### src/rtl/ram_access_unit.sv
// Load/store bridge between the CPU memory stage and a byte-enable word RAM.
// Builds lane enables and replicated store data; aligns and extends loads.
module ram_access_unit #(
  parameter int ADDRESS_WIDTH = 14,
  parameter int DATA_WIDTH    = 32
) (
  input  logic                     clk,
  input  logic                     rst_n,
  input  logic                     req_valid,
  output logic                     req_ready,
  input  logic                     req_write,
  input  logic [1:0]               req_size,
  input  logic                     req_unsigned,
  input  logic [ADDRESS_WIDTH-1:0] req_addr,
  input  logic [DATA_WIDTH-1:0]    req_wdata,
  output logic                     rsp_valid,
  input  logic                     rsp_ready,
  output logic [DATA_WIDTH-1:0]    rsp_rdata,
  output logic                     rsp_error,
  output logic [3:0]               ram_we,
  output logic [ADDRESS_WIDTH-3:0] ram_addr,
  output logic [DATA_WIDTH-1:0]    ram_data,
  input  logic [DATA_WIDTH-1:0]    ram_q
);

  typedef enum logic [1:0] {
    IDLE,
    READ,
    RESP
  } state_e;

  state_e state_q, state_d;

  logic [ADDRESS_WIDTH-1:0] addr_q, addr_d;
  logic [1:0]               size_q, size_d;
  logic                     uns_q, uns_d;
  logic [DATA_WIDTH-1:0]    rdata_q, rdata_d;
  logic                     err_q, err_d;

  logic                  accept;
  logic                  req_err;
  logic [3:0]            lane_mask;
  logic [DATA_WIDTH-1:0] shifted;
  logic                  ext;

  assign accept = req_valid && rst_n && (state_q == IDLE);

  assign req_err = (req_size == 2'd3)
                || (req_size == 2'd1 && req_addr[0])
                || (req_size == 2'd2 && req_addr[1:0] != 2'd0);

  always_comb begin
    lane_mask = 4'b1111;
    ram_data  = req_wdata;
    unique case (req_size)
      2'd0: begin
        lane_mask = 4'b0001 << req_addr[1:0];
        ram_data  = {4{req_wdata[7:0]}};
      end
      2'd1: begin
        lane_mask = 4'b0011 << req_addr[1:0];
        ram_data  = {2{req_wdata[15:0]}};
      end
      default: ;
    endcase
  end

  always_ff @(posedge clk or negedge rst_n) begin
    if (!rst_n) state_q <= IDLE;
    else        state_q <= state_d;
  end

  always_comb begin
    state_d = state_q;
    unique case (state_q)
      IDLE: begin
        if (accept) begin
          if (req_err || req_write) state_d = RESP;
          else                      state_d = READ;
        end
      end
      READ:    state_d = RESP;
      RESP:    if (rsp_ready) state_d = IDLE;
      default: state_d = IDLE;
    endcase
  end

  always_comb begin
    req_ready = (state_q == IDLE) && rst_n;
    rsp_valid = (state_q == RESP);
    ram_we    = 4'b0000;
    if (accept && req_write && !req_err)
      ram_we = lane_mask;
    if (state_q == IDLE)
      ram_addr = req_addr[ADDRESS_WIDTH-1:2];
    else
      ram_addr = addr_q[ADDRESS_WIDTH-1:2];
  end

  // Load data arrives from the RAM's output register while in READ.
  always_comb begin
    addr_d  = addr_q;
    size_d  = size_q;
    uns_d   = uns_q;
    rdata_d = rdata_q;
    err_d   = err_q;
    shifted = ram_q >> {addr_q[1:0], 3'b000};
    ext     = 1'b0;
    if (accept) begin
      addr_d  = req_addr;
      size_d  = req_size;
      uns_d   = req_unsigned;
      err_d   = req_err;
      rdata_d = '0;
    end else if (state_q == READ) begin
      unique case (size_q)
        2'd0: begin
          ext     = !uns_q && shifted[7];
          rdata_d = {{24{ext}}, shifted[7:0]};
        end
        2'd1: begin
          ext     = !uns_q && shifted[15];
          rdata_d = {{16{ext}}, shifted[15:0]};
        end
        default: rdata_d = ram_q;
      endcase
    end
  end

  always_ff @(posedge clk or negedge rst_n) begin
    if (!rst_n) begin
      addr_q  <= '0;
      size_q  <= '0;
      uns_q   <= 1'b0;
      rdata_q <= '0;
      err_q   <= 1'b0;
    end else begin
      addr_q  <= addr_d;
      size_q  <= size_d;
      uns_q   <= uns_d;
      rdata_q <= rdata_d;
      err_q   <= err_d;
    end
  end

  assign rsp_rdata = rdata_q;
  assign rsp_error = err_q;

endmodule

### config.mk
export PLATFORM = sky130hd
export DESIGN_NAME = ram_access_unit
export DESIGN_NICKNAME = d
export VERILOG_FILES = /design/src/rtl/ram_access_unit.sv
export SDC_FILE = /design/constraint.sdc
export NUM_CORES = 1
export LEC_CHECK = 0
export BUFFER_PORTS_ARGS = -buffer_cell sky130_fd_sc_hd__clkbuf_2
export CORE_ASPECT_RATIO = 0.6
export CORE_MARGIN = 2
export CORE_UTILIZATION = 35
export DETAILED_ROUTE_END_ITERATION = 12
export PLACE_DENSITY = 0.77
export SYNTH_ARGS = -nofsm -noshare
export SYNTH_HDL_FRONTEND = slang
export SYNTH_SLANG_ARGS = --single-unit
### constraint.sdc
create_clock -name clk -period 4.7 [get_ports clk]
set_input_delay 0.705 -clock clk [delete_from_list [all_inputs] [get_ports clk]]
set_output_delay 0.705 -clock clk [all_outputs]
set_load 0.02 [all_outputs]
==> impl_metrics.py <==
metrics = {
    "critical_path": {
        "crit_fanout": 35,
        "end_kind": "primary output",
        "critical_path_class": "input pin to primary output",
        "startpoint_type": "input pin",
        "critical_path_arrival_ps": 2410,
        "cp.required_ps": 3990,
    },
    "global_routing": {
        "grt_antenna_before_repair": 0,
        "grt_pass1_wl_mm": 15.8,
        "grt_max_degree": 56,
        "gr-total-overflow": 0,
        "grt_pass1_vias": 2979,
        "grt.total_usage_pct": 20.4,
    },
    "route": {
        "wl_mm": 9.82,
        "wire_per_inst_um": 17.2,
        "ant_nets": 0,
        "dr.pass1.iters": 4,
        "drtIter0Drc": 218,
        "dr_total_vias": 2995,
        "viasPerCell": 5.25,
        "drc": 0,
    },
    "synth": {
        "netlist_instances": 314,
        "async_flop_share_pct": 100,
        "ys_ff_latch": 52,
        "syn-cell-area_mm2": 0.00313,
        "yosys.area.top_type": "dfrtp_1",
        "synth_commonest_cells": "dfrtp_1, mux2_2, o21ai_0",
        "syn_area_per_cell_um2": 9.97,
        "netlist_top_cells_area": "dfrtp_1, mux2_2, o21ai_0, a22oi_1, mux2i_1",
        "yosysMostFrequentCell": "dfrtp_1",
        "synth_fp_nets": 400,
        "yosys_most_used_dff": "dfrtp_1",
        "synth-edff-count": 0,
        "synth_top_area_share_pct": 41.6,
        "ys_seq_area_share_pct": 41.6,
        "ys_types": 39,
        "yosysWarnings": 0,
    },
    "cts": {
        "cts_resized": 0,
        "cts-root-buf": "clkbuf_16",
        "cts_setup_buffers": 0,
        "holdBufCountCts": 0,
        "clock_latency_ps": 300,
        "clkSinkCount": 52,
        "numCtsBuffers": 5,
        "clockBufferDepth": 2,
        "clk_pin_slew_ps": 70,
        "h-tree-depth": 2,
        "cts_tree": "done",
    },
    "status": {
        "run_status": "finished, final reports clean",
    },
    "die": {
        "design.core.area_mm2": 0.00859,
        "pin_count": 169,
        "die_y_um": 77.3,
        "die_w_um": 126,
        "num_rows": 26,
        "initial_core_util_pct": 36.5,
        "dieArea_mm2": 0.00975,
    },
    "min_path": {
        "hp-class": "flip-flop to flip-flop",
    },
    "placement": {
        "gp_congestion": 0.850,
        "numPortBuffers": 168,
        "placed_cell_area_mm2": 0.00395,
        "dp_hpwl_mm": 7.63,
    },
    "finish": {
        "drive_gt1_share_pct": 50.3,
        "final_nets": 544,
        "num_antenna_cells": 0,
        "final_util_pct": 47.8,
        "stdcell_area_mm2": 0.00411,
        "area_growth_pct": 31.1,
    },
    "timing": {
        "drv_slew": 0,
        "relSlewSlack_pct": 38.7,
        "fin_skew_ps": 3.67,
        "setup_viol": 0,
        "min_period_over_period_pct": 66.4,
        "tightestPinTransition_ps": 919,
        "period_needed_ps": 3120,
        "fin_setup_tns_ps": 0,
        "rsz0062_at_grt": "false",
        "hold_viol": 0,
        "fmax_mhz": 321,
    },
    "power": {
        "ir_drop_mv": 0.219,
        "p_per_area_mw_per_mm2": 504,
        "p_leak_nw": 2.02,
    },
    "flow_run": {
        "maxCapViolations": 0,
    },
}
==> routing by layer <==
layer	global-route usage, %	up-vias	wire length, um
met5	0	-	0
met4	3.52	0	50
met3	8.03	8	877
met2	31.3	106	4400
met1	27.7	1454	4480
li1	-	1427	-
==> worst max-delay path, cell delays in order <==
cell      delay (ps)
clkbuf_2         380
nor2_1           750
mux2_2           420
clkbuf_2         150
==> final timing paths <==
check | from | end | cells past startpoint | slack (ps)
worst max-delay path | req_size[1] | ram_data[8] | 4 | 1580
worst min-delay path | rsp_rdata[4] | rsp_rdata[4] | 2 | 490
min in group asynchronous | rst_n | rsp_rdata[4] | 2 | 600
max in group asynchronous | rst_n | rsp_rdata[11] | 2 | 3620
worst max register to register | size_q[1] | rsp_rdata[12] | 4 | 2440
worst min register to register | rsp_rdata[4] | rsp_rdata[4] | 2 | 490
==> metrics by stage <==
step                      setup WS (ps)  hold WS [ps]  power [mW]  instances
after floorplan                    1810           409        1.38        314
after global placement             1770           465        1.67        563
after detailed placement           1650           477        1.70        563
after CTS                          1640           494        2.09        571
after global routing               1490           526        2.22        571
final                              1580           491        2.07        571
==> flip-flops by register name, summed over array words and instances (netlist names) <==
signal and flops:
rsp_rdata 32, rsp_error 1, addr_q 14, size_q 2, uns_q 1, state_q 2
==> kinds of logic after synthesis <==
family / after synthesis / share of synthesized area, %
XOR/XNOR: 1 / 0.280
flip-flops: 52 / 41.6
buffers and inverters: 37 / 6.15
AO/OA/AOI/OAI: 96 / 18.7
multiplexers: 63 / 22.8
AND/OR/NAND/NOR: 65 / 10.5
==> where the power goes <==
| part | switching (mW) | total [mW] | internal, mW | leakage [nW] |
|---|---|---|---|---|
| Combinational | 0.552 | 0.953 | 0.400 | 1.27 |
| Sequential | 0.144 | 0.736 | 0.592 | 0.675 |
| Clock | 0.178 | 0.381 | 0.203 | 0.0748 |
==> area by class of cell <==
type / instances / area (um^2)
Clock inverter: 3 / 26.3
Tap cell: 112 / 140
Clock buffer: 5 / 125
Sequential cell: 52 / 1300
Inverter: 3 / 11.3
Multi-Input combinational cell: 225 / 1640
Fill cell: 820 / 4480
Timing Repair Buffer: 171 / 863
==> cells in the final DEF, fill, tap and decap left out, types with 3 or more instances in the layout <==
cell | Yosys | final
dfrtp_1 | 52 | 52
inv_1 | 3 | 3
nand2_1 | 25 | 25
mux2_2 | 46 | 46
nand2b_1 | 7 | 7
a22oi_1 | 24 | 24
o211ai_1 | 8 | 8
buf_4 | 9 | 3
a21oi_1 | 17 | 17
nor3_1 | 3 | 3
o21ai_0 | 39 | 39
clkbuf_2 | 0 | 168
mux2i_1 | 15 | 15
clkbuf_16 | 0 | 5
nor2_1 | 13 | 13
(Power assumes the default switching activity.)
